$ cat src/rtl/mips_boot_pkg.sv
// mips_boot_pkg: shared constants for the mips_single boot loader.
package mips_boot_pkg;

  // Loader states
  localparam logic [2:0] ST_IDLE = 3'd0;
  localparam logic [2:0] ST_ADDR = 3'd1;
  localparam logic [2:0] ST_LEN  = 3'd2;
  localparam logic [2:0] ST_DATA = 3'd3;
  localparam logic [2:0] ST_CSUM = 3'd4;
  localparam logic [2:0] ST_HOLD = 3'd5;
  localparam logic [2:0] ST_RUN  = 3'd6;

  // Frame command bytes
  localparam logic [7:0] CMD_IMEM = 8'h01;
  localparam logic [7:0] CMD_DMEM = 8'h02;
  localparam logic [7:0] CMD_GO   = 8'hFF;

  // Memory select encoding
  localparam logic MEM_SEL_I = 1'b0;
  localparam logic MEM_SEL_D = 1'b1;

endpackage

$ cat src/rtl/mips_boot_loader_if.sv
// mips_boot_loader_if: byte-stream input and byte-wide memory write bus.
interface mips_boot_loader_if #(
  parameter int unsigned ADDR_W = 32
);
  logic              in_valid;
  logic [7:0]        in_data;
  logic              in_ready;
  logic              mem_we;
  logic              mem_sel;
  logic [ADDR_W-1:0] mem_addr;
  logic [7:0]        mem_wdata;

  // Loader side: consumes the stream, drives the memory bus
  modport master (
    input  in_valid, in_data,
    output in_ready, mem_we, mem_sel, mem_addr, mem_wdata
  );

  // Environment side: produces the stream, observes the memory bus
  modport slave (
    output in_valid, in_data,
    input  in_ready, mem_we, mem_sel, mem_addr, mem_wdata
  );
endinterface

$ cat src/rtl/mips_boot_hold_cnt.sv
// mips_boot_hold_cnt: countdown that times the CPU reset hold after GO.
module mips_boot_hold_cnt #(
  parameter int unsigned RST_HOLD = 4
) (
  input  logic clk,
  input  logic rst,
  input  logic load,
  input  logic en,
  output logic expired_c
);
  localparam int unsigned CNT_W = (RST_HOLD > 1) ? $clog2(RST_HOLD) : 1;

  logic [CNT_W-1:0] cnt_q;
  logic [CNT_W-1:0] cnt_d;

  // Load on GO, then step down once per cycle while holding
  always_comb begin
    cnt_d = cnt_q;
    if (load) begin
      cnt_d = CNT_W'(RST_HOLD - 1);
    end else if (en && (cnt_q != '0)) begin
      cnt_d = cnt_q - CNT_W'(1);
    end
  end

  // Counter register
  always_ff @(posedge clk) begin
    if (rst) begin
      cnt_q <= '0;
    end else begin
      cnt_q <= cnt_d;
    end
  end

  assign expired_c = (cnt_q == '0);

endmodule

$ cat src/rtl/mips_boot_loader.sv
// mips_boot_loader: frame-based byte loader for the mips_single memories.
// Holds the CPU in reset until GO. Optional trailing checksum byte per load
// frame is enabled with the macro BOOT_CHECKSUM_EN.
module mips_boot_loader
  import mips_boot_pkg::*;
#(
  parameter int unsigned ADDR_W   = 32,
  parameter int unsigned LEN_W    = 16,
  parameter int unsigned RST_HOLD = 4
) (
  input  logic                 clk,
  input  logic                 rst,
  mips_boot_loader_if.master   bus,
  output logic                 cpu_rst,
  output logic                 load_err,
  output logic [LEN_W-1:0]     load_count
);
  localparam int unsigned ADDR_BYTES = ADDR_W / 8;
  localparam int unsigned LEN_BYTES  = LEN_W / 8;
  localparam int unsigned IDX_W      = 16;

`ifdef BOOT_CHECKSUM_EN
  localparam logic [2:0] ST_FRAME_END = ST_CSUM;
`else
  localparam logic [2:0] ST_FRAME_END = ST_IDLE;
`endif

  logic [2:0]        state_q,      state_d;
  logic [ADDR_W-1:0] addr_q,       addr_d;
  logic [LEN_W-1:0]  len_q,        len_d;
  logic [IDX_W-1:0]  idx_q,        idx_d;
  logic              mem_we_q,     mem_we_d;
  logic              mem_sel_q,    mem_sel_d;
  logic [ADDR_W-1:0] mem_addr_q,   mem_addr_d;
  logic [7:0]        mem_wdata_q,  mem_wdata_d;
  logic              cpu_rst_q,    cpu_rst_d;
  logic              load_err_q,   load_err_d;
  logic [LEN_W-1:0]  load_count_q, load_count_d;

  logic              in_ready_c;
  logic              accept_c;
  logic              go_ok_c;
  logic              hold_load_c;
  logic              hold_expired_c;
  logic [ADDR_W-1:0] addr_shift_c;
  logic [LEN_W-1:0]  len_shift_c;

  // Stream is accepted in every frame-parsing state, never in reset/HOLD/RUN
  assign in_ready_c = !rst && ((state_q == ST_IDLE) || (state_q == ST_ADDR) ||
                               (state_q == ST_LEN)  || (state_q == ST_DATA) ||
                               (state_q == ST_CSUM));
  assign accept_c   = bus.in_valid && in_ready_c;

  // Multi-byte fields arrive LSB first: new byte enters at the top
  assign addr_shift_c = (addr_q >> 8) | (ADDR_W'(bus.in_data) << (ADDR_W - 8));
  assign len_shift_c  = (len_q  >> 8) | (LEN_W'(bus.in_data)  << (LEN_W - 8));

`ifdef BOOT_CHECKSUM_EN
  logic [7:0] csum_q, csum_d;

  assign go_ok_c = !load_err_q;

  // Running sum restarts on every byte taken in IDLE, accumulates through DATA
  always_comb begin
    csum_d = csum_q;
    if (accept_c) begin
      if (state_q == ST_IDLE) begin
        csum_d = bus.in_data;
      end else if (state_q != ST_CSUM) begin
        csum_d = csum_q + bus.in_data;
      end
    end
  end

  // Checksum register
  always_ff @(posedge clk) begin
    if (rst) begin
      csum_q <= '0;
    end else begin
      csum_q <= csum_d;
    end
  end
`else
  assign go_ok_c = 1'b1;
`endif

  // Next-state and output logic
  always_comb begin
    state_d      = state_q;
    addr_d       = addr_q;
    len_d        = len_q;
    idx_d        = idx_q;
    mem_we_d     = 1'b0;
    mem_sel_d    = mem_sel_q;
    mem_addr_d   = mem_addr_q;
    mem_wdata_d  = mem_wdata_q;
    cpu_rst_d    = cpu_rst_q;
    load_err_d   = load_err_q;
    load_count_d = load_count_q;
    hold_load_c  = 1'b0;

    case (state_q)
      ST_IDLE: begin
        if (accept_c) begin
          if ((bus.in_data == CMD_IMEM) || (bus.in_data == CMD_DMEM)) begin
            mem_sel_d = (bus.in_data == CMD_DMEM) ? MEM_SEL_D : MEM_SEL_I;
            idx_d     = '0;
            state_d   = ST_ADDR;
          end else if (bus.in_data == CMD_GO) begin
            if (go_ok_c) begin
              hold_load_c = 1'b1;
              state_d     = ST_HOLD;
            end
          end else begin
            load_err_d = 1'b1;
          end
        end
      end

      ST_ADDR: begin
        if (accept_c) begin
          addr_d = addr_shift_c;
          if (idx_q == IDX_W'(ADDR_BYTES - 1)) begin
            idx_d   = '0;
            state_d = ST_LEN;
          end else begin
            idx_d = idx_q + IDX_W'(1);
          end
        end
      end

      ST_LEN: begin
        if (accept_c) begin
          len_d        = len_shift_c;
          load_count_d = '0;
          if (idx_q == IDX_W'(LEN_BYTES - 1)) begin
            idx_d   = '0;
            state_d = (len_shift_c == '0) ? ST_FRAME_END : ST_DATA;
          end else begin
            idx_d = idx_q + IDX_W'(1);
          end
        end
      end

      ST_DATA: begin
        if (accept_c) begin
          mem_we_d     = 1'b1;
          mem_addr_d   = addr_q;
          mem_wdata_d  = bus.in_data;
          addr_d       = addr_q + ADDR_W'(1);
          load_count_d = load_count_q + LEN_W'(1);
          if (load_count_d == len_q) begin
            state_d = ST_FRAME_END;
          end
        end
      end

      ST_CSUM: begin
`ifdef BOOT_CHECKSUM_EN
        if (accept_c) begin
          if (bus.in_data != csum_q) begin
            load_err_d = 1'b1;
          end
          state_d = ST_IDLE;
        end
`else
        state_d = ST_IDLE;
`endif
      end

      ST_HOLD: begin
        if (hold_expired_c) begin
          cpu_rst_d = 1'b0;
          state_d   = ST_RUN;
        end
      end

      ST_RUN: begin
        state_d = ST_RUN;
      end

      default: begin
        state_d = ST_IDLE;
      end
    endcase
  end

  // State and output registers
  always_ff @(posedge clk) begin
    if (rst) begin
      state_q      <= ST_IDLE;
      addr_q       <= '0;
      len_q        <= '0;
      idx_q        <= '0;
      mem_we_q     <= 1'b0;
      mem_sel_q    <= MEM_SEL_I;
      mem_addr_q   <= '0;
      mem_wdata_q  <= '0;
      cpu_rst_q    <= 1'b1;
      load_err_q   <= 1'b0;
      load_count_q <= '0;
    end else begin
      state_q      <= state_d;
      addr_q       <= addr_d;
      len_q        <= len_d;
      idx_q        <= idx_d;
      mem_we_q     <= mem_we_d;
      mem_sel_q    <= mem_sel_d;
      mem_addr_q   <= mem_addr_d;
      mem_wdata_q  <= mem_wdata_d;
      cpu_rst_q    <= cpu_rst_d;
      load_err_q   <= load_err_d;
      load_count_q <= load_count_d;
    end
  end

  mips_boot_hold_cnt #(
    .RST_HOLD (RST_HOLD)
  ) u_hold_cnt (
    .clk       (clk),
    .rst       (rst),
    .load      (hold_load_c),
    .en        (state_q == ST_HOLD),
    .expired_c (hold_expired_c)
  );

  assign bus.in_ready  = in_ready_c;
  assign bus.mem_we    = mem_we_q;
  assign bus.mem_sel   = mem_sel_q;
  assign bus.mem_addr  = mem_addr_q;
  assign bus.mem_wdata = mem_wdata_q;
  assign cpu_rst       = cpu_rst_q;
  assign load_err      = load_err_q;
  assign load_count    = load_count_q;

endmodule

$ cat src/flat_wrapper.sv
// flat-port wrapper written by rule: the top's interface ports become plain ports
module mips_boot_loader_flat import mips_boot_pkg::*;
#(
  parameter int unsigned ADDR_W   = 32,
  parameter int unsigned LEN_W    = 16,
  parameter int unsigned RST_HOLD = 4
)
  (clk, rst, cpu_rst, load_err, load_count, bus_in_valid, bus_in_data, bus_in_ready, bus_mem_we, bus_mem_sel, bus_mem_addr, bus_mem_wdata);
  mips_boot_loader_if #(.ADDR_W(ADDR_W)) bus_i ();
  input  logic clk;
  input  logic rst;
  output logic cpu_rst;
  output logic load_err;
  output logic [LEN_W-1:0] load_count;
  input wire logic [$bits(bus_i.in_valid)-1:0] bus_in_valid;
  input wire logic [$bits(bus_i.in_data)-1:0] bus_in_data;
  output wire logic [$bits(bus_i.in_ready)-1:0] bus_in_ready;
  output wire logic [$bits(bus_i.mem_we)-1:0] bus_mem_we;
  output wire logic [$bits(bus_i.mem_sel)-1:0] bus_mem_sel;
  output wire logic [$bits(bus_i.mem_addr)-1:0] bus_mem_addr;
  output wire logic [$bits(bus_i.mem_wdata)-1:0] bus_mem_wdata;
  assign bus_i.in_valid = bus_in_valid;
  assign bus_i.in_data = bus_in_data;
  assign bus_in_ready = bus_i.in_ready;
  assign bus_mem_we = bus_i.mem_we;
  assign bus_mem_sel = bus_i.mem_sel;
  assign bus_mem_addr = bus_i.mem_addr;
  assign bus_mem_wdata = bus_i.mem_wdata;
  mips_boot_loader #(.ADDR_W(ADDR_W), .LEN_W(LEN_W), .RST_HOLD(RST_HOLD)) u_core (.clk(clk), .rst(rst), .bus(bus_i), .cpu_rst(cpu_rst), .load_err(load_err), .load_count(load_count));
endmodule
$ cat config.mk
export PLATFORM = sky130hd
export DESIGN_NAME = mips_boot_loader_flat
export DESIGN_NICKNAME = d
export VERILOG_FILES = /design/src/rtl/mips_boot_pkg.sv /design/src/rtl/mips_boot_loader_if.sv /design/src/rtl/mips_boot_hold_cnt.sv /design/src/rtl/mips_boot_loader.sv /design/src/flat_wrapper.sv
export SDC_FILE = /design/constraint.sdc
export NUM_CORES = 1
export LEC_CHECK = 0
export BUFFER_PORTS_ARGS = -buffer_cell sky130_fd_sc_hd__clkbuf_2
export CAP_MARGIN = 30
export CORE_MARGIN = 2
export CORE_UTILIZATION = 53
export CTS_CLUSTER_SIZE = 8
export DETAILED_ROUTE_END_ITERATION = 16
export GPL_ROUTABILITY_DRIVEN = 0
export HOLD_SLACK_MARGIN = 0.1
export PLACE_DENSITY = 0.76
export SLEW_MARGIN = 5
export SYNTH_ARGS = -nofsm -noshare
export SYNTH_HDL_FRONTEND = slang
export SYNTH_HIERARCHICAL = 1
export SYNTH_SLANG_ARGS = --single-unit
$ cat constraint.sdc
create_clock -name clk -period 2 [get_ports clk]
set_input_delay 0.4 -clock clk [delete_from_list [all_inputs] [get_ports clk]]
set_output_delay 0.4 -clock clk [all_outputs]
set_load 0.01 [all_outputs]
* Yosys cells after proc, flatten, opt, wreduce, memory -nomap -nowiden
Cells that the tools add are included.
** Word-level totals
- Input bits :: 11
- Output and inout bits :: 61
- Register bits after elaboration :: 129
** Operators by class
- Reduce and logical (&&, ||, !) cells :: 27
- Multiplexer cells :: 33
- Bitwise gates (word level) :: 5
- Eq/ne operators :: 22
- $add $sub $neg :: 4
** Operator list (number)
- $mux 16 :: 8
- $mux 32 :: 2
- $pmux 32 s2 :: 1
- $pmux 16 s3 :: 1
- $add 16x1->16 const B :: 2
- $add 32x1->32 const B :: 1
- $or 24x32->32 :: 1
- $pmux 16 s2 :: 1
- $mux 3 :: 10
- $pmux 3 s6 :: 1
- $eq 16x1->1 const B :: 1
- $eq 16x16->1 :: 1
- $eq 16x2->1 const B :: 1
- $logic_not 16->1 :: 1
- $or 8x16->16 :: 1
- $ne 2x1->1 const B :: 5
- $eq 3x3->1 const B :: 3
- $reduce_and 3->1 :: 3
- $reduce_and 9->1 :: 1
- $eq 8x1->1 const B :: 1
- $eq 8x2->1 const B :: 1
- $eq 8x8->1 const B :: 1
- $ne 2x2->1 const B :: 4
- $reduce_bool 2->1 :: 4
- other kinds (17) :: 35

* Depth between registers and ports, before layout
Gate-level depths: netlist (run 1).
- Depth in word-level cells :: 10
- Mapped depth :: 11
- Mapped depth without buffers :: 9

* Modules after synthesis
The synthesis (run 1) kept the hierarchy.
** Modules (own cells, without submodules)
- mips_boot_loader :: cells an instance 875, times used 1, area an instance 6580.1 um^2
- mips_boot_hold_cnt :: cells an instance 12, times used 1, area an instance 115.1 um^2

* Least setup slack after synthesis (run 1)
OpenSTA, ideal clock, no wires.
- Path type :: flip-flop to flip-flop
- Start point :: reg u_core.load_count_q[7], in the netlist u_core/load_count[7]
- End point :: reg u_core.state_q[1]
- Data required time :: 1.860 ns
- Cell stages (with the launch flop) :: 9
- Path slack :: -0.189 ns
- Data arrival time :: 2.049 ns
- Cell sequence :: dfxtp_1 buf_2 nand4_1 nor4_2 xor2_1 a2111oi_0 nand4_1 a21oi_1 a311oi_1
** Between the ends
- Longest elaborated chain between the ends :: 4
** RTL lines
- from (decl) :: line mips_boot_loader.sv:38 : logic [LEN_W-1:0] load_count_q, load_count_d;
- from (signal assigned) :: line mips_boot_loader.sv:213 : load_count_q <= load_count_d;
- $add 16x1->16 :: line mips_boot_loader.sv:151 : load_count_d = load_count_q + LEN_W'(1);
- $eq 16x16->1 :: line mips_boot_loader.sv:152 : if (load_count_d == len_q) begin
- $ne 2x2->1 (no source line)
- $reduce_and 9->1 (no source line)
- to (signal assigned) :: line mips_boot_loader.sv:203 : state_q <= state_d;
- to (decl) :: line mips_boot_loader.sv:28 : logic [2:0] state_q, state_d;
Every way passes these cells.
A chain may end at the register's enable or synchronous reset.

* Worst setup path in the final report (run 1)
- Start point :: reg u_core.load_count_q[10], in the netlist u_core/load_count[10]
- End point :: reg u_core.state_q[1]
Same word-level chain as after synthesis.

==> results summary, run 1 <==
The max-slew headroom at the worst pin is 35.6%. The placement-stage worst setup slack is -197 ps. The overall via count from detail_route came out at 7,015. The first detailed-routing pass took 5 iterations.

Wires add up to 18.9 mm. Synthesis inferred 129 register bits. For this run, the slowest stage of the critical path takes about 350 ps. The number of vias per cell after detailed routing came out at 5.78. The required time reported for the critical path endpoint came out at ~2300 ps. Summing internal, switching and leakage power gives 6.11 mW.

Registers are responsible for 42.3% of the overall power. The height of the die is 116 um. The top cell family by delay on the critical path is compound AO/OA/AOI/OAI gates. The fraction of registers with async set or reset after synthesis came out at 0%. The post-CTS clock slew at the launch and capture registers of the worst setup and hold paths came out at roughly 60 ps.

The initial utilization of the core area, before any placement, comes to approximately 54%. The instance count on the critical path came out at 9. The number of instances in the synthesized netlist is 887. TritonCTS built the clock tree.

A synthesized cell averages 7.55 sq um. Setup repair after global routing could not meet its margin everywhere. Entering global routing, the biggest net connects 93 pins. In this run, synthesis inferred 0 flip-flops with an integrated enable. The number of buffers added to fix hold violations after cts is 0. The power density relative to cell area came out at around 700 mW/mm^2. The category of the worst setup path launch point is a flop. In this run the power spent charging and discharging nets is ~1.2 mW. Of all nets on the critical path, the largest fanout is 3.

The total CTS buffers is 17. The number of buffers and inverters on the critical path is 2. The final reports fail on setup timing. Walking the worst path, the cells encountered are nand4_1 -> buf_4 -> nor3_2 -> buf_4 -> o22ai_1 -> a2111oi_1 -> nand4_1 -> a21oi_2 -> a311oi_1. The all-layer global routing usage is 28.6%. The run finished, with violations left.

In this run the clock root is driven by a sky130_fd_sc_hd__clkbuf_16. Once routing completed, OpenROAD measured the worst setup slack at -181 ps. The number of nets in the synthesized netlist is 903. The critical path in this run is classified as flop to flop. The via count of the first global-routing pass is 6,329.

The design internal power is just under 5 mW. During synthesis, Yosys emitted a total of 6 warnings. The number of antenna violations at the first check in global routing is 0.

Relative to the synthesized area, the layout overhead comes to 30.0%. The total standard cell area after synthesis came out at 0.00670 sq mm. The area of the placeable core is 0.0125 sq mm. In this run the number of H-tree levels came out at 4. Counting along the longest clock path gives a buffer depth of 2. The period utilization came out at 109%.

At the end of the flow, the number of nets in the layout was 1,045. The share of final-layout standard cells stronger than drive strength 1 came out at 26.3%. The final hold violation count is 0. The combinational share of power came out at 2.8%.

Across the VDD grid, the largest voltage drop is around 0.56 mV. The worst hold path depth came out at 3. The standby leakage power came out at between 3 and 4 nW. The final max-slew violation count came to 0.

STA classifies the critical path endpoint as a flop. The transition at the pin with the smallest max-transition slack came out at just under 1000 ps. The worst hold path belongs to the class input port to flop.

Among all stages on the critical path, the largest delay is contributed by sky130_fd_sc_hd__a2111oi_1. The post-detailed-placement half-perimeter wirelength is 12.9 mm. The commonest register cell after synthesis is sky130_fd_sc_hd__dfxtp_1. The smallest clock period supported by the final layout is computed as 2180 ps. The width of the die came out at 116 um. The placement row count is just over 40. The number of design rule violations left after detail routing came out at 0.

The number of primary I/O pins is between 70 and 80. The floorplan step defined a die boundary enclosing 0.0135 sq mm. The repair_antennas step left the layout with diodes totalling 0. The number of distinct library cell variants in the gate-level netlist after synthesis came out at 82. The number of sinks handled by clock tree synthesis came out at 129. The detailed router finished its first iteration with around 760 violations.

The residual antenna-violating net count after detailed routing is 0. The wire length of the first global-routing pass is 30.7 mm. The worst path arrival time is around 2400 ps.

The sequential area share after synthesis came out at 38.6%. The largest clock skew in the final design is 7.23 ps. In the final routed layout, each cell accounts on average for 15.6 um. The count of buffers added on input and output ports is 71.

The number of cells on the worst reg-to-reg path is 9. The switching share of power came out at 20.3%. The clock insertion delay at the later pin of the skew report came out at 420 ps. Static timing analysis puts the maximum clock frequency at 458 MHz. Max-cap violations in this run came to 0.

The number of fillers in the final layout came out at 1,047. Cells fill around 70% of the core in the end. The aggregate global routing overflow is 0. The clock network is responsible for roughly 55% of the overall power. The setup-violating endpoint count in the final report is 2.
## final cells by class
type / count / area (sq um) / share of cell area, %
clock buffer: 22 / 494 / 5.68
clock inverter: 9 / 153 / 1.75
multi-input combinational: 676 / 3840 / 44.1
timing repair buffer: 189 / 1340 / 15.4
inverter: 16 / 63.8 / 0.733
sequential: 129 / 2600 / 29.9
tap: 172 / 215 / 2.47
## state kept, by name, indices dropped and copies added (netlist names)
register,count
u_core/len_q,16
u_core/bus.mem_sel,1
u_core/load_count,16
u_core/addr_q,32
u_core/bus.mem_wdata,8
u_core/load_err,1
u_core/u_hold_cnt/cnt_q,2
u_core/bus.mem_addr,32
u_core/state_q,3
u_core/idx_q,16
u_core/cpu_rst,1
u_core/bus.mem_we,1
## metrics by stage
| step | instances | hold slack, ps | cell area [sq um] | TNS, ps |
|---|---|---|---|---|
| 2_1_floorplan | 887 | 448 | 6730 | -76.7 |
| 6_report | 1213 | 319 | 8700 | -361 |
| 3_5_place_dp | 1178 | 446 | 7880 | -697 |
| 5_1_grt | 1213 | 320 | 8700 | -653 |
| 3_3_place_gp | 1178 | 435 | 7880 | -564 |
| 4_1_cts | 1209 | 302 | 8580 | -300 |
## power groups by stage
stage,registers [mW],clock network [mW],logic [mW]
final,2.58,3.36,0.172
after global routing,2.58,3.50,0.186
after CTS,2.59,3.39,0.170
after detailed placement,2.64,0,0.168
after global placement,2.64,0,0.167
after floorplan,2.64,0,0.0932
## placed cells by master, fill, tap and decap left out, types with 7 or more instances in the layout
master | netlist | routed
sky130_fd_sc_hd__nand2_1 | 172 | 171
sky130_fd_sc_hd__dfxtp_1 | 129 | 120
sky130_fd_sc_hd__a21oi_1 | 117 | 116
sky130_fd_sc_hd__buf_4 | 1 | 107
sky130_fd_sc_hd__nor2_1 | 91 | 91
sky130_fd_sc_hd__clkbuf_2 | 3 | 70
sky130_fd_sc_hd__o21ai_0 | 40 | 36
sky130_fd_sc_hd__nand3_1 | 30 | 27
sky130_fd_sc_hd__nand4_1 | 23 | 23
sky130_fd_sc_hd__a211oi_1 | 21 | 20
sky130_fd_sc_hd__clkbuf_16 | 0 | 17
sky130_fd_sc_hd__nor3_1 | 15 | 15
sky130_fd_sc_hd__inv_1 | 14 | 14
sky130_fd_sc_hd__xor2_1 | 14 | 14
sky130_fd_sc_hd__xnor2_1 | 13 | 13
sky130_fd_sc_hd__and3_1 | 11 | 11
sky130_fd_sc_hd__nand2b_1 | 7 | 7
sky130_fd_sc_hd__or3_1 | 8 | 7
sky130_fd_sc_hd__nor4_1 | 7 | 7
sky130_fd_sc_hd__dfxtp_2 | 0 | 7
## Yosys cell counts, types with 6 or more instances
| cell type | instances | area (sq um) |
|---|---|---|
| sky130_fd_sc_hd__nand2_1 | 172 | 646 |
| sky130_fd_sc_hd__dfxtp_1 | 129 | 2580 |
| sky130_fd_sc_hd__a21oi_1 | 117 | 586 |
| sky130_fd_sc_hd__nor2_1 | 91 | 342 |
| sky130_fd_sc_hd__o21ai_0 | 40 | 200 |
| sky130_fd_sc_hd__clkbuf_1 | 38 | 143 |
| sky130_fd_sc_hd__nand3_1 | 30 | 150 |
| sky130_fd_sc_hd__nand4_1 | 23 | 144 |
| sky130_fd_sc_hd__a211oi_1 | 21 | 158 |
| sky130_fd_sc_hd__nor3_1 | 15 | 75.1 |
| sky130_fd_sc_hd__buf_2 | 14 | 70.1 |
| sky130_fd_sc_hd__inv_1 | 14 | 52.6 |
| sky130_fd_sc_hd__xor2_1 | 14 | 123 |
| sky130_fd_sc_hd__xnor2_1 | 13 | 114 |
| sky130_fd_sc_hd__and3_1 | 11 | 68.8 |
| sky130_fd_sc_hd__or3_1 | 8 | 50.1 |
| sky130_fd_sc_hd__nand2b_1 | 7 | 43.8 |
| sky130_fd_sc_hd__nor2b_1 | 7 | 43.8 |
| sky130_fd_sc_hd__nor4_1 | 7 | 43.8 |
| sky130_fd_sc_hd__o22ai_1 | 6 | 37.5 |
## per-layer routing
metal / part of all wire, % / GRT usage [%] / up-vias / wire length, um
met3: 7.1 / 6.02 / 56 / 1340
met5: 0 / 0 / - / 0
li1: - / - / 3413 / -
met4: 2.5 / 11.1 / 0 / 482
met1: 44 / 38.8 / 3260 / 8350
met2: 46 / 44.7 / 286 / 8750
## worst reg2reg max path: cells and delay by family (launching register included)
kind	cells	cell delay, ps
compound gates	4	710
flops	1	320
buf+inv	2	350
simple gates	3	630
## kinds of logic after synthesis
group	Yosys count	synth area share, %
mux	3	0.467
buf+inv	82	5.91
flops	129	38.6
fa+ha+maj	5	0.934
simple gates	411	29.8
compound gates	230	20.7
xor+xnor	27	3.53
## path summary, 6_finish.rpt
kind	slack, ps	start	to
max reg2reg	-180	u_core/load_count[10]	u_core/state_q[1]
min reg2reg	450	u_core/bus.mem_addr[13]	u_core/bus.mem_addr[13]
max	-180	u_core/load_count[10]	u_core/state_q[1]
min	320	bus_in_valid	u_core/bus.mem_addr[15]
## timing repair
action / CTS / global route
pin swaps: 10 / 12
resized for setup: 15 / 27
buffers inserted: 0 / 4
setup endpoints to repair: 2 / 16
(Power assumes the default switching activity.)
==> run 2: changes to the inputs <==
- CELL_PAD_IN_SITES_DETAIL_PLACEMENT: not set -> 1
- CELL_PAD_IN_SITES_GLOBAL_PLACEMENT: not set -> 1
- CORE_UTILIZATION: 53 -> 39
- PLACE_DENSITY: 0.76 -> not set
- PLACE_DENSITY_LB_ADDON: not set -> 0.1
==> results summary, run 2 (synthesized netlist as in run 1, its figures left out) <==
The power density relative to cell area came out at 669 mW/mm^2 (-4.7%). The standby leakage power is 3.40 nW (+1.7%). The height of the die came out at 135 um (+16%).

The number of violations reported at the end of detailed-routing iteration 0 came out at 475 (-38%). The worst hold path depth came to 3 (unchanged). The total of max-cap violations came out at 0 (unchanged). The area of the placeable core came out at 0.0167 sq mm (+34%). The total CTS buffers is 17 (unchanged). The setup-violating endpoint count in the final report is 2 (unchanged). The post-layout total power is 5.96 mW (-2.5%). Leaving out fill and tap cells, the most frequent cell in the layout is sky130_fd_sc_hd__nand2_1. The maximum fanout count along the critical path is 10 (+7). The width of the die is 135 um (+16%). Clock tree synthesis selected as its root buffer the cell sky130_fd_sc_hd__clkbuf_16. The area used by multi-input combinational logic is 0.00393 sq mm (+2.5%). The placed instance area came out at 0.00796 sq mm (+1.0%). STA classifies the critical path startpoint as a flop.

The transition at the pin with the smallest max-transition slack is 870 ps (-96.5 ps). The placement row count was 47 (+15%). The placement-stage worst setup slack came out at -354 ps (-157 ps). The class of the tightest hold or removal check is input port to flop.

Setup repair after global routing could not meet its margin everywhere. The clock insertion delay at the later pin of the skew report is 430 ps (about the same). The number of optimization iterations in the first detailed-route pass came out at 5 (unchanged). The post-detailed-placement half-perimeter wirelength is 16.2 mm (+26%). The count of buffers inserted at the top-level ports is 71 (unchanged).

The number of cells on the worst reg-to-reg path is 8 (-1). The checks that failed: setup timing. The aggregate global routing overflow is 0 (unchanged). The synthesis-to-finish area growth came out at 33.0%. The period utilization is 110% (+0.70 points). The share of final-layout standard cells stronger than drive strength 1 was 28.3% (+1.9 points). The required time reported for the critical path endpoint came to 2300 ps (+50 ps).

The maximum buffer depth of the clock tree is 2 (unchanged). The number of primary I/O pins came out at 72 (unchanged). The largest clock skew in the final design is 8.55 ps (+1.31 ps). The worst path arrival time is 2490 ps (+50 ps). The via count of the first global-routing pass is 7,459 (+18%). The final hold violation count is 0 (unchanged). The critical path is of the flop to flop type. The final antenna diode count came out at 0 (unchanged). The all-layer global routing usage is 27.0% (-1.6 points). The flow ran to the end, but the final reports show violations. The maximum resistive drop on vdd came out at 0.624 mV (+12%). The starting density of the core came out at 40.1% (-14 points). The library cells used most frequently in the layout, excluding fill and tap cells, are sky130_fd_sc_hd__nand2_1, sky130_fd_sc_hd__a21oi_1, sky130_fd_sc_hd__buf_4, sky130_fd_sc_hd__dfxtp_1, sky130_fd_sc_hd__nor2_1.

The combined flip-flop and latch cell area is 0.00261 sq mm (+0.53%). The wire length of the first global-routing pass is 39.0 mm (+27%). The final max-slew violation count was 0 (unchanged). The final design utilization is 53.3% (-16 points).

The clock tree from TritonCTS is built. The final-layout worst hold slack was 328 ps (+8.53 ps). STA classifies the critical path endpoint as a flop.

The top achievable clock speed is 456 MHz (-0.64%). The number of design rule violations left after detail routing came out at 0 (unchanged). The final standard cell area without fillers came out at 0.00890 sq mm (+2.3%). The clock period minus final worst setup slack was 2200 ps (+14.1 ps). The total length of routed wires came out at 24.4 mm (+29%). The residual antenna-violating net count after detailed routing came out at 0 (unchanged).

The number of fillers in the final layout came out at 2,046 (+95%). The post-CTS clock slew at the launch and capture registers of the worst setup and hold paths is 60 ps (about the same). The number of vias per cell after detailed routing came to 5.70 (-1.4%). The number of antenna violations at the first check in global routing is 0 (unchanged). The post-route worst setup slack came to -195 ps (-14.1 ps). The maximum level of the CTS H-tree is 4 (unchanged). The number of nets in the layout is 1,054 (+0.86%). The number of sinks handled by clock tree synthesis came out at 129 (unchanged). The maximum number of pins on one net before global-route repair is 76 (-18%).

The average wire per standard cell is 19.2 um (+23%). The overall via count from detail_route is 7,244 (+3.3%). The overall die area is 0.0182 sq mm (+35%). The max-slew headroom at the worst pin came to 42.0% (+6.4 points).
run 2: cell count changes in the layout (fill, tap and decap cells not counted), sizes merged:
cell,change
bufinv,-2
inv,+2
buf,+9
clkbuf,-1
clkinv,+1
clkinvlp,+1
run 2: cell type report:
class,instances,area share (%)
Inverter,16,0.675
Timing Repair Buffer,198,16.0
Sequential cell,129,29.3
Multi-Input combinational cell,676,44.2
Clock buffer,21,5.28
Tap cell,220,3.09
Clock inverter,11,1.45
run 2: worst max-delay path: stages (launching register included):
cell and delay, ps:
sky130_fd_sc_hd__dfxtp_2 370, sky130_fd_sc_hd__buf_6 150, sky130_fd_sc_hd__and3_1 210, sky130_fd_sc_hd__nand4_1 190
sky130_fd_sc_hd__o41a_1 420, sky130_fd_sc_hd__a22oi_1 240, sky130_fd_sc_hd__nand4_1 180, sky130_fd_sc_hd__a21oi_2 200
sky130_fd_sc_hd__a311oi_1 110
run 2: final timing paths:
kind                                 from  slack, ps                 endpoint
setup / recovery     u_core/load_count[5]       -200        u_core/state_q[1]
hold / removal               bus_in_valid        330          u_core/load_err
setup reg to reg     u_core/load_count[5]       -200        u_core/state_q[1]
hold reg to reg   u_core/bus.mem_addr[19]        450  u_core/bus.mem_addr[19]
run 2: per-layer routing:
layer / vias to the layer above / global-route usage [%] / wire length (um)
li1: 3428 / - / -
met2: 179 / 46.8 / 12200
met3: 48 / 3.94 / 757
met4: 0 / 10.3 / 580
met5: - / 0 / 0
met1: 3589 / 33.9 / 10800
run 2: what timing repair did:
item / 4_1_cts / 5_1_grt
setup endpoints to repair: 24 / 38
gates resized for setup: 38 / 32
hold buffers: 0 / 0
pin swaps: 15 / 13
setup buffers: 6 / 6
run 2: metrics by stage:
stage | setup TNS (ps) | std cells
floorplan | -76.7 | 887
global placement | -1210 | 1227
detailed placement | -2250 | 1227
CTS | -272 | 1265
global route | -675 | 1271
finish | -368 | 1271
run 2: report_power, final:
part	internal (mW)	leakage (nW)	switching (mW)
registers	2.57	1.05	0.00931
clock network	1.94	0.278	1.25
logic	0.0654	2.07	0.124
total	4.58	3.40	1.38
==> run 3: changes to the inputs <==
- CORE_UTILIZATION: 39 -> 43
- clock period: 2 -> 2.4 ns (I/O delays scaled with it)
==> results summary, run 3 (synthesized netlist as in run 1, its figures left out) <==
The total CTS buffers came out at 17 (unchanged). The count of non-filler cells in the finished layout came out at 1,175 (-7.6%). The power density relative to cell area was 642 mW/mm^2 (-4.1%). The wire length of the first global-routing pass was 36.2 mm (-7.0%).

The total length of routed wires came out at 22.4 mm (-8.1%). Traced cell by cell, the critical path runs through ha_4 -> nand3_1 -> xnor2_1 -> nand3_1 -> a2111oi_2 -> nand4_1 -> a21oi_2 -> a311oi_2. The final antenna diode count came out at 0 (unchanged). The final hold violation count is 0 (unchanged). The part of the total power dissipated in sequential elements came to 40.8% (-2.5 points). The worst setup path is captured at a flop. The largest clock skew in the final design is 9.19 ps (+0.641 ps).

The synthesis-to-finish area growth came out at 22.8%. The total net switching power came to 1.12 mW (-19%). The number of primary I/O pins was 72 (unchanged).

The design internal power is 4.16 mW (-9.1%). The maximum resistive drop on vdd is 0.473 mV (-24%). The max-slew headroom at the worst pin came out at 41.7% (-0.34 points). The category of the worst setup path launch point is a flop.

The transition at the pin with the smallest max-transition slack was 875 ps (+5.12 ps). The top achievable clock speed is 416 MHz (-8.7%). The maximum fanout count along the critical path was 7 (-3). The number of design rule violations left after detail routing came to 0 (unchanged). The final standard cell area without fillers was 0.00822 sq mm (-7.7%). Setup repair after global routing could not meet its margin everywhere. Leaving out fill and tap cells, the most frequent cell in the layout is sky130_fd_sc_hd__nand2_1.

The worst path arrival time came to 2670 ps (+180 ps). The switching share of power came out at 21.1% (-2.1 points). The highest-delay cell along the critical path is sky130_fd_sc_hd__dfxtp_4. The biggest cell delay along the critical path is 400 ps (-20 ps).

The clock insertion delay at the later pin of the skew report came to 430 ps (about the same). The maximum number of pins on one net before global-route repair is 77 (+1.3%). The standby leakage power came out at 2.99 nW (-12%). The number of nets in the layout is 991 (-6.0%).

The area of the placeable core is 0.0152 sq mm (-9.0%). The count of buffers inserted at the top-level ports came to 71 (unchanged). In the layout the commonest cells are sky130_fd_sc_hd__nand2_1, sky130_fd_sc_hd__dfxtp_1, sky130_fd_sc_hd__a21oi_1, sky130_fd_sc_hd__nor2_1, sky130_fd_sc_hd__clkbuf_2. The starting density of the core came out at 44.0% (+4.0 points). The number of buffers added to fix hold violations after cts came to 0 (unchanged).

The clock period minus final worst setup slack is 2400 ps (+209 ps). The share of final-layout standard cells stronger than drive strength 1 is 21.1% (-7.2 points). The final max-slew violation count came to 0 (unchanged).

The checks that failed: setup timing. The combinational share of power came out at 2.6% (-0.6 points). The clock tree from TritonCTS is built. The class of the tightest hold or removal check is input port to flop. The number of violations reported at the end of detailed-routing iteration 0 is 398 (-16%).

The average wire per standard cell is 19.1 um (-0.55%). The width of the die came out at 129 um (-4.6%). The residual antenna-violating net count after detailed routing came out at 0 (unchanged). The critical register-to-register path startpoint is u_core/load_count[1]. The run finished, with violations left. The root buffer cell chosen for the clock tree is sky130_fd_sc_hd__clkbuf_16.

The worst setup path is of the flop to flop kind. The overall die area came out at 0.0166 sq mm (-9.0%). The total placed cells including tap cells came out at 1,139 (-7.2%). The source of the critical timing path is u_core/load_count[1]. The number of optimization iterations in the first detailed-route pass came out at 5 (unchanged). The maximum level of the CTS H-tree came out at 4 (unchanged). The aggregate global routing overflow is 0 (unchanged). The height of the die came out at 129 um (-4.6%). The post-CTS clock slew at the launch and capture registers of the worst setup and hold paths came out at 60 ps (about the same).

The number of vias per cell after detailed routing was 5.86 (+2.7%). The power share of the clock group is 56.6% (+3.1 points). The post-detailed-placement half-perimeter wirelength is 15.0 mm (-7.2%).

The period utilization came to 100% (-9.6 points). The overall via count from detail_route was 6,880 (-5.0%). The number of sinks handled by clock tree synthesis is 129 (unchanged). The setup-violating endpoint count in the final report was 1 (-1). The placed instance area came to 0.00742 sq mm (-6.7%). In this run the most critical hold path is launched from bus_in_valid.

The most frequent cell on the critical path is sky130_fd_sc_hd__nand3_1. The post-route worst setup slack is -3.76 ps (+191 ps). The maximum buffer depth of the clock tree is 2 (unchanged). The post-layout total power was 5.28 mW (-11%). The placement row count came to 45 (-4.3%). The number of antenna violations at the first check in global routing was 0 (unchanged). The all-layer global routing usage came out at 27.6% (+0.61 points). The total of max-cap violations is 0 (unchanged). The via count of the first global-routing pass was 6,844 (-8.2%). The required time reported for the critical path endpoint is 2670 ps (+370 ps).
==> run 3: layer usage <==
metal,vias to the layer above,track usage [%],wire length (um)
met1,3378,37.1,10400
met5,-,0,0
li1,3304,-,-
met3,35,4.91,873
met2,163,44.8,10700
met4,0,9.46,393
==> run 3: cell type report <==
type                            count  area [sq um]
Clock inverter                     12           230
Sequential cell                   129          2600
Clock buffer                       19           443
Fill cell                        1900          6980
Multi-Input combinational cell    676          3780
Inverter                           16          60.1
Tap cell                          188           235
Timing Repair Buffer              135           867
==> run 3: power by group through the flow <==
stage          Sequential (mW)  Clock, mW  Combinational (mW)
2_1_floorplan             2.20          0              0.0775
4_1_cts                   2.16       3.03               0.136
3_5_place_dp              2.20          0               0.135
5_1_grt                   2.15       3.13               0.150
6_report                  2.15       2.99               0.137
3_3_place_gp              2.20          0               0.131
==> run 3: worst paths after layout <==
kind / endpoint / slack [ps] / cells after the start
max: u_core/state_q[1] / -4 / 8
min: u_core/bus.mem_addr[15] / 370 / 3
max reg2reg: u_core/state_q[1] / -4 / 8
min reg2reg: u_core/bus.mem_addr[28] / 450 / 2
==> run 3: worst max-delay path, delay by kind of cell, from the launching register on <==
family                     cells  cell delay (ps)
AOI/OAI and AO/OA              3              720
and+or+nand+nor                3              600
DFF                            1              400
xor gates and xnor gates       1              370
adders and majority gates      1              150
==> run 3: what timing repair did <==
| item | 4_1_cts | 5_1_grt |
|---|---|---|
| setup buffers | 0 | 5 |
| pin swaps | 0 | 9 |
| endpoints found under the setup margin | 2 | 5 |
| gates resized for setup | 5 | 20 |
==> run 3: stage by stage <==
stage | utilization (%) | hold slack [ps] | TNS (ps) | setup WS [ps]
floorplan | - | 448 | 0 | 211
CTS | 53.4 | 358 | 0 | 20.3
finish | 54.1 | 367 | -3.76 | -3.76
global placement | 48.8 | 442 | 0 | 83.7
detailed placement | 48.8 | 452 | -176 | -104
global route | 54.1 | 399 | -122 | -69.0
